## src/rtl/legv8_multicycle_control_if.sv

```systemverilog
// Control/datapath bundle for the multicycle LEGv8 core.
// master = control FSM, slave = datapath.
interface legv8_multicycle_control_if;
   logic [10:0] opcode;
   logic        zero;
   logic        mem_ready;
   logic [1:0]  alu_op;
   logic        alu_src_a;
   logic [1:0]  alu_src_b;
   logic        iord;
   logic        mem_read;
   logic        mem_write;
   logic        ir_write;
   logic        reg2loc;
   logic        reg_write;
   logic        mem_to_reg;
   logic        pc_src;
   logic        pc_en;
   logic        retired;
   logic        illegal;

   modport master (
      input  opcode, zero, mem_ready,
      output alu_op, alu_src_a, alu_src_b, iord, mem_read, mem_write, ir_write,
             reg2loc, reg_write, mem_to_reg, pc_src, pc_en, retired, illegal
   );

   modport slave (
      output opcode, zero, mem_ready,
      input  alu_op, alu_src_a, alu_src_b, iord, mem_read, mem_write, ir_write,
             reg2loc, reg_write, mem_to_reg, pc_src, pc_en, retired, illegal
   );
endinterface

```

## src/rtl/legv8_multicycle_control.sv

```systemverilog
// Main control FSM of the multicycle LEGv8 core: sequences the shared ALU,
// unified memory and register file, waits on mem_ready, traps on bad opcodes.
module legv8_multicycle_control (
   input  logic                              clk,
   input  logic                              reset,
   legv8_multicycle_control_if.master        bus
);

   typedef enum logic [3:0] {
      S_FETCH, S_DECODE, S_EXEC_R, S_R_WB, S_MEM_ADDR, S_MEM_READ,
      S_MEM_WB, S_MEM_WRITE, S_BRANCH, S_JUMP, S_TRAP
   } state_t;

   typedef enum logic [2:0] {C_ILL, C_R, C_LDUR, C_STUR, C_CBZ, C_B} cls_t;

   typedef struct packed {
      logic [1:0] alu_op;
      logic       alu_src_a;
      logic [1:0] alu_src_b;
      logic       iord;
      logic       mem_read;
      logic       mem_write;
      logic       ir_write;
      logic       reg2loc;
      logic       reg_write;
      logic       mem_to_reg;
      logic       pc_src;
      logic       pc_en;
      logic       retired;
      logic       illegal;
   } ctrl_t;

   localparam logic [10:0] OP_ADD  = 11'b10001011000;
   localparam logic [10:0] OP_SUB  = 11'b11001011000;
   localparam logic [10:0] OP_AND  = 11'b10001010000;
   localparam logic [10:0] OP_ORR  = 11'b10101010000;
   localparam logic [10:0] OP_LDUR = 11'b11111000010;
   localparam logic [10:0] OP_STUR = 11'b11111000000;

   state_t state, nxt;
   cls_t   dec_cls, cls_q;
   ctrl_t  c, o;

   always_comb begin
      dec_cls = C_ILL;
      if (bus.opcode == OP_ADD || bus.opcode == OP_SUB ||
          bus.opcode == OP_AND || bus.opcode == OP_ORR) dec_cls = C_R;
      else if (bus.opcode == OP_LDUR)                   dec_cls = C_LDUR;
      else if (bus.opcode == OP_STUR)                   dec_cls = C_STUR;
      else if (bus.opcode[10:3] == 8'b10110100)         dec_cls = C_CBZ;
      else if (bus.opcode[10:5] == 6'b000101)           dec_cls = C_B;
   end

   // The class is captured once at the end of DECODE; later opcode changes are ignored.
   always_ff @(posedge clk) begin
      if (reset) begin
         state <= S_FETCH;
         cls_q <= C_ILL;
      end else begin
         state <= nxt;
         if (state == S_DECODE) cls_q <= dec_cls;
      end
   end

   always_comb begin
      nxt = state;
      c   = '0;
      case (state)
         S_FETCH: begin
            c.mem_read  = 1'b1;
            c.alu_src_b = 2'b01;
            if (bus.mem_ready) begin
               c.ir_write = 1'b1;
               c.pc_en    = 1'b1;
               nxt        = S_DECODE;
            end
         end
         S_DECODE: begin
            c.alu_src_b = 2'b11;
            c.reg2loc   = (dec_cls == C_STUR) || (dec_cls == C_CBZ);
            case (dec_cls)
               C_R:           nxt = S_EXEC_R;
               C_LDUR, C_STUR: nxt = S_MEM_ADDR;
               C_CBZ:         nxt = S_BRANCH;
               C_B:           nxt = S_JUMP;
               default:       nxt = S_TRAP;
            endcase
         end
         S_EXEC_R: begin
            c.alu_src_a = 1'b1;
            c.alu_op    = 2'b10;
            nxt         = S_R_WB;
         end
         S_R_WB: begin
            c.reg_write = 1'b1;
            c.retired   = 1'b1;
            nxt         = S_FETCH;
         end
         S_MEM_ADDR: begin
            c.alu_src_a = 1'b1;
            c.alu_src_b = 2'b10;
            c.reg2loc   = (cls_q == C_STUR);
            nxt         = (cls_q == C_STUR) ? S_MEM_WRITE : S_MEM_READ;
         end
         S_MEM_READ: begin
            c.mem_read = 1'b1;
            c.iord     = 1'b1;
            if (bus.mem_ready) nxt = S_MEM_WB;
         end
         S_MEM_WB: begin
            c.reg_write  = 1'b1;
            c.mem_to_reg = 1'b1;
            c.retired    = 1'b1;
            nxt          = S_FETCH;
         end
         S_MEM_WRITE: begin
            c.mem_write = 1'b1;
            c.iord      = 1'b1;
            c.reg2loc   = 1'b1;
            if (bus.mem_ready) begin
               c.retired = 1'b1;
               nxt       = S_FETCH;
            end
         end
         S_BRANCH: begin
            c.alu_src_a = 1'b1;
            c.reg2loc   = 1'b1;
            c.alu_op    = 2'b01;
            c.pc_src    = 1'b1;
            c.pc_en     = bus.zero;
            c.retired   = 1'b1;
            nxt         = S_FETCH;
         end
         S_JUMP: begin
            c.pc_src  = 1'b1;
            c.pc_en   = 1'b1;
            c.retired = 1'b1;
            nxt       = S_FETCH;
         end
         S_TRAP:  c.illegal = 1'b1;
         default: nxt = S_FETCH;
      endcase
   end

   // Reset masks every output in the same cycle, so nothing leaks while it is held.
   assign o = reset ? '0 : c;

   assign bus.alu_op     = o.alu_op;
   assign bus.alu_src_a  = o.alu_src_a;
   assign bus.alu_src_b  = o.alu_src_b;
   assign bus.iord       = o.iord;
   assign bus.mem_read   = o.mem_read;
   assign bus.mem_write  = o.mem_write;
   assign bus.ir_write   = o.ir_write;
   assign bus.reg2loc    = o.reg2loc;
   assign bus.reg_write  = o.reg_write;
   assign bus.mem_to_reg = o.mem_to_reg;
   assign bus.pc_src     = o.pc_src;
   assign bus.pc_en      = o.pc_en;
   assign bus.retired    = o.retired;
   assign bus.illegal    = o.illegal;

endmodule

```

## src/flat_wrapper.sv

```systemverilog
// flat-port wrapper written by rule: the top's interface ports become plain ports
module legv8_multicycle_control_flat 
  (clk, reset, bus_opcode, bus_zero, bus_mem_ready, bus_alu_op, bus_alu_src_a, bus_alu_src_b, bus_iord, bus_mem_read, bus_mem_write, bus_ir_write, bus_reg2loc, bus_reg_write, bus_mem_to_reg, bus_pc_src, bus_pc_en, bus_retired, bus_illegal);
  legv8_multicycle_control_if bus_i ();
  input  logic clk;
  input  logic reset;
  input wire logic [$bits(bus_i.opcode)-1:0] bus_opcode;
  input wire logic [$bits(bus_i.zero)-1:0] bus_zero;
  input wire logic [$bits(bus_i.mem_ready)-1:0] bus_mem_ready;
  output wire logic [$bits(bus_i.alu_op)-1:0] bus_alu_op;
  output wire logic [$bits(bus_i.alu_src_a)-1:0] bus_alu_src_a;
  output wire logic [$bits(bus_i.alu_src_b)-1:0] bus_alu_src_b;
  output wire logic [$bits(bus_i.iord)-1:0] bus_iord;
  output wire logic [$bits(bus_i.mem_read)-1:0] bus_mem_read;
  output wire logic [$bits(bus_i.mem_write)-1:0] bus_mem_write;
  output wire logic [$bits(bus_i.ir_write)-1:0] bus_ir_write;
  output wire logic [$bits(bus_i.reg2loc)-1:0] bus_reg2loc;
  output wire logic [$bits(bus_i.reg_write)-1:0] bus_reg_write;
  output wire logic [$bits(bus_i.mem_to_reg)-1:0] bus_mem_to_reg;
  output wire logic [$bits(bus_i.pc_src)-1:0] bus_pc_src;
  output wire logic [$bits(bus_i.pc_en)-1:0] bus_pc_en;
  output wire logic [$bits(bus_i.retired)-1:0] bus_retired;
  output wire logic [$bits(bus_i.illegal)-1:0] bus_illegal;
  assign bus_i.opcode = bus_opcode;
  assign bus_i.zero = bus_zero;
  assign bus_i.mem_ready = bus_mem_ready;
  assign bus_alu_op = bus_i.alu_op;
  assign bus_alu_src_a = bus_i.alu_src_a;
  assign bus_alu_src_b = bus_i.alu_src_b;
  assign bus_iord = bus_i.iord;
  assign bus_mem_read = bus_i.mem_read;
  assign bus_mem_write = bus_i.mem_write;
  assign bus_ir_write = bus_i.ir_write;
  assign bus_reg2loc = bus_i.reg2loc;
  assign bus_reg_write = bus_i.reg_write;
  assign bus_mem_to_reg = bus_i.mem_to_reg;
  assign bus_pc_src = bus_i.pc_src;
  assign bus_pc_en = bus_i.pc_en;
  assign bus_retired = bus_i.retired;
  assign bus_illegal = bus_i.illegal;
  legv8_multicycle_control u_core (.clk(clk), .reset(reset), .bus(bus_i));
endmodule
```

## config.mk

```make
export PLATFORM = sky130hd
export DESIGN_NAME = legv8_multicycle_control_flat
export DESIGN_NICKNAME = d
export VERILOG_FILES = /design/src/rtl/legv8_multicycle_control_if.sv /design/src/rtl/legv8_multicycle_control.sv /design/src/flat_wrapper.sv
export SDC_FILE = /design/constraint.sdc
export NUM_CORES = 1
export LEC_CHECK = 0
export BUFFER_PORTS_ARGS = -buffer_cell sky130_fd_sc_hd__buf_2
export CAP_MARGIN = 10
export CELL_PAD_IN_SITES_DETAIL_PLACEMENT = 0
export CELL_PAD_IN_SITES_GLOBAL_PLACEMENT = 1
export CORE_MARGIN = 2
export CORE_UTILIZATION = 34
export DETAILED_ROUTE_END_ITERATION = 10
export PLACE_DENSITY = 0.81
export SLEW_MARGIN = 20
export SYNTH_ARGS = -nofsm -noshare
export SYNTH_HDL_FRONTEND = slang
export SYNTH_SLANG_ARGS = --single-unit
```

## constraint.sdc

```tcl
create_clock -name clk -period 3.1 [get_ports clk]
set_input_delay 0.155 -clock clk [delete_from_list [all_inputs] [get_ports clk]]
set_output_delay 0.155 -clock clk [all_outputs]
set_load 0.02 [all_outputs]
```

* Yosys cells after proc, flatten, opt, wreduce, memory -nomap -nowiden
Cells that the tools add are included.
** Storage, ports and cells
- Word-level logic and storage cells :: 71
- Input port bits :: 15
- Output and inout bits :: 16
- Bits in registers :: 7
** Cells by class
- Reduce and logical (&&, ||, !) cells :: 14
- Bitwise operators :: 1
- Multiplexer cells :: 27
- Equal/unequal tests :: 27
** Operators with widths (number)
- == test 11 bit, second input constant :: 6
- case mux 4 bit (7 select lines) :: 1
- == test 4 x 3 -> 1 bit, second input constant :: 4
- 2-to-1 mux 16 bit :: 1
- case mux 4 bit (4 select lines) :: 1
- 2-to-1 mux 3 bit :: 5
- == test 4 bit, second input constant :: 3
- 2-to-1 mux 4 bit :: 3
- OR reduction 2 bit :: 6
- 2-to-1 mux 1 bit :: 10
- == test 3 x 2 -> 1 bit, second input constant :: 3
- == test 4 x 2 -> 1 bit, second input constant :: 2
- == test 8 bit, second input constant :: 1
- == test 3 bit, second input constant :: 2
- == test 6 x 3 -> 1 bit, second input constant :: 1
- != test 2 bit, second input constant :: 3
- case mux 1 bit (3 select lines) :: 2
- case mux 2 bit (3 select lines) :: 1
- == test 4 x 1 -> 1 bit, second input constant :: 1
- zero test 4 bit :: 1
- logical OR 1 bit :: 4
- case mux 2 bit (2 select lines) :: 1
- AND reduction 4 bit :: 1
- OR reduction 4 bit :: 1
- 5 further kinds :: 5

* Logic depth before layout (Yosys ltp)
- Word-level depth :: 10
- Depth in mapped cells :: 6
- Gate-level depth less buffers :: 4

* Worst setup path after synthesis
Ideal clock, no wire load.
- Path kind :: reg-to-output
- From :: reg u_core.state[3]
- To :: out bus_alu_src_a
- Required time :: 2.945 ns
- Cell stages (with the launch flop) :: 4
- Setup slack :: 1.075 ns
- Data arrival time :: 1.870 ns
- Path buffers :: 1
- Path through :: dfxtp_1 clkbuf_1 nor2_1 a2111oi_0
** Between the ends
- Word-level cells in the longest chain between the ends :: 4
- Elaborated cells between the ends (all ways) :: 6
- Those cells by class :: 3 x eq/ne; 2 x mux; 1 x reduce/logical
** RTL lines
- start: declaration :: RTL line legv8_multicycle_control.sv:40 : state_t state, nxt;
- start signal: assignment :: RTL line legv8_multicycle_control.sv:60 : state <= nxt;
- == test 4 x 2 -> 1 bit (tied with other cells) :: RTL line legv8_multicycle_control.sv:68 : case (state)
- OR reduction 3 bit (no source line) *
- 2-to-1 mux 1 bit * :: RTL line legv8_multicycle_control.sv:68
- 2-to-1 mux 16 bit * :: RTL line legv8_multicycle_control.sv:146 : assign o = reset ? '0 : c;
- end: declaration :: RTL line flat_wrapper.sv:11 : output wire logic [$bits(bus_i.alu_src_a)-1:0] bus_alu_src_a;
Every way passes the cells marked *; elsewhere a longest branch is shown, timed or not.

* Worst setup path in the final report
- From :: reg u_core.state[1]
- To :: out bus_alu_src_a
The elaborated chain is that of the path after synthesis.

==> impl_metrics.py <==
metrics = {
    "sta": {
        "period_needed_ps": 2120,
        "hold_viol_final": 0,
        "worstMarginPinSlew_ps": 615,
        "fin_skew_ps": 2.14,
        "fin_ws_ps": 985,
        "fmax_ghz": 0.473,
        "whs_ps": 222,
        "slew_headroom": 0.589,
        "rsz0062_at_grt": "no",
        "setup_viol": 0,
        "period_share": 0.682,
        "final.setup.tns_ps": 0,
        "final_max_slew_viol_count": 0,
    },
    "yosys": {
        "async_reset_ff_frac": 0,
        "syn-num-nets": 124,
        "yosysSeqAreaShare": 0.185,
        "yosys_register_bits": 7,
        "synth_area_per_cell_um2": 6.97,
        "synth_edf_count": 0,
        "yosys_warnings": 0,
        "synth_cells": 109,
        "yosysUniqueCellTypes": 43,
        "synth_ff_type": "dfxtp_1",
        "synthesis.area_um2": 759,
    },
    "placed_design": {
        "place.gp.congestion": 0.822,
        "io_buffers": 30,
        "dpl_cell_area_um2": 908,
        "dpl_worst_slack_ps": 1250,
        "dp_hpwl_mm": 1.50,
    },
    "drt": {
        "ant_nets": 0,
        "firstDrtPassIters": 4,
        "vias": 864,
        "wl_per_cell_um": 12.0,
        "drt_iter0_drc": 17,
        "drc": 0,
        "drt_wl_total_mm": 1.95,
        "viasPerCell": 5.33,
    },
    "clock_tree": {
        "cts.clk_slew.worst_paths_ps": 50,
        "cts_buffers": 3,
        "clock_path_buffers": 2,
        "htreeDepth": 1,
        "cts_tree": "done",
        "insertion_delay_ps": 250,
        "root_buffer": "clkbuf_4",
        "cts.repair.resized": 0,
        "cts_setup_buffers": 0,
        "cts_hold_repair.buffers": 0,
        "clock_sinks": 7,
    },
    "global_route": {
        "grt_max_degree": 22,
        "gr-total-overflow": 0,
        "antenna_found_initial": 0,
        "grt_pass1_wl_mm": 3.17,
        "grtUsageTotal": 0.155,
        "grt_pass1_vias": 723,
    },
    "floorplan": {
        "fp.dieArea_um2": 2630,
        "coreArea_um2": 2170,
        "die_w_um": 51.3,
        "die_y_um": 51.3,
        "initial_utilization": 0.350,
        "rows": 17,
        "pin_count": 31,
    },
    "critical_path": {
        "crit_chain": "xor2_1, nor2_1, a2111oi_0, buf_2",
        "cp_slowest_cell": "dfxtp_1",
        "r2r_cells": 4,
        "slowest_delay_ps": 710,
        "criticalPathCategory": "reg2out",
        "start_kind": "register",
        "worstPathRequired_ps": 2940,
        "cp.arrival_ps": 1960,
        "endpoint_kind": "output port",
        "path_max_fanout": 21,
    },
    "outcome": {
        "status": "completed",
    },
    "finish": {
        "nNetsFinal": 150,
        "final_common_cell": "buf_2",
        "layout_common_cells": "buf_2 (30), nor2_1 (13), nor3_1 (8)",
        "stdcell_area_um2": 935,
        "syn_to_final_growth_pct": 23.1,
        "antenna_cells": 0,
        "layout-drive-gt1-share": 0.291,
        "fin_util": 0.431,
    },
    "min_path": {
        "hold_path_depth": 2,
        "worstHoldPathType": "in2reg",
    },
    "power_and_ir_drop": {
        "ir_drop_uv": 211,
        "p_leak_nw": 0.403,
        "power.density_nw_per_um2": 353,
    },
    "job": {
        "drv_cap": 0,
    },
}
==> routing by layer <==
metal | wire (µm) | global-route usage
met1 | 885 | 0.202
met2 | 962 | 0.258
met3 | 101 | 0.0351
met4 | 0 | 0.0395
met5 | 0 | 0
==> cells by family (layout without fill, tap and decap cells) <==
group           Yosys count  count (layout)  share of synthesized area
buf+inv                  11              36                     0.0577
compound gates           29              29                      0.255
simple gates             59              59                      0.466
flops                     7               7                      0.185
mux                       1               1                     0.0132
xor+xnor                  2               2                     0.0231
==> synth_stat cells, drive strengths merged (2+ instances only) <==
master / count / share of area
nand3: 3 / 0.020
a221oi: 2 / 0.023
nand3b: 2 / 0.020
a21oi: 8 / 0.058
and3b: 2 / 0.023
dfxtp: 7 / 0.18
o21bai: 3 / 0.030
inv: 2 / 0.0099
o21ai: 5 / 0.033
nand2b: 7 / 0.058
nor2: 13 / 0.064
nor2b: 2 / 0.016
xor2: 2 / 0.023
clkbuf: 6 / 0.030
nor3b: 2 / 0.035
nand2: 7 / 0.035
nor4bb: 3 / 0.040
nor3: 8 / 0.053
or2: 3 / 0.025
buf: 3 / 0.018
==> registers in the layout (all words and copies together), names as in the netlist <==
name,cells
u_core.cls_q,3
u_core.state,4
==> power by group <==
part	internal (mW)	total [mW]	leakage [nW]	switching, mW
registers	0.0982	0.122	0.0572	0.0235
clock network	0.0493	0.0857	0.0150	0.0364
logic	0.0552	0.122	0.330	0.0672
==> per-stage QoR <==
stage,power [mW],instances
6_report,0.330,162
5_1_grt,0.353,162
4_1_cts,0.332,162
3_5_place_dp,0.246,158
3_3_place_gp,0.245,158
2_1_floorplan,0.211,109
==> critical path, delay by kind of cell, from the launching register on <==
| kind | cells | cell delay [ps] |
|---|---|---|
| buffers and inverters | 1 | 250 |
| AOI/OAI and AO/OA | 1 | 460 |
| and+or+nand+nor | 1 | 50 |
| xor gates and xnor gates | 1 | 230 |
| DFF | 1 | 710 |
==> layout make-up <==
type	count	area, µm²
Clock buffer	4	26.3
Fill cell	245	1230
Inverter	2	7.51
Multi-Input combinational cell	91	576
Sequential cell	7	140
Tap cell	28	35.0
Timing Repair Buffer	30	150
==> worst paths after layout <==
path / startpoint / to / slack, ps
setup / recovery: u_core.state[1]$_SDFFE_PP0P_ / bus_alu_src_a / 980
hold / removal: reset / u_core.cls_q[1]$_SDFFE_PP0P_ / 220
setup reg to reg: u_core.state[1]$_SDFFE_PP0P_ / u_core.state[3]$_SDFFE_PP0P_ / 1370
hold reg to reg: u_core.cls_q[1]$_SDFFE_PP0P_ / u_core.cls_q[1]$_SDFFE_PP0P_ / 480
Power figures use the tool's default switching activity.
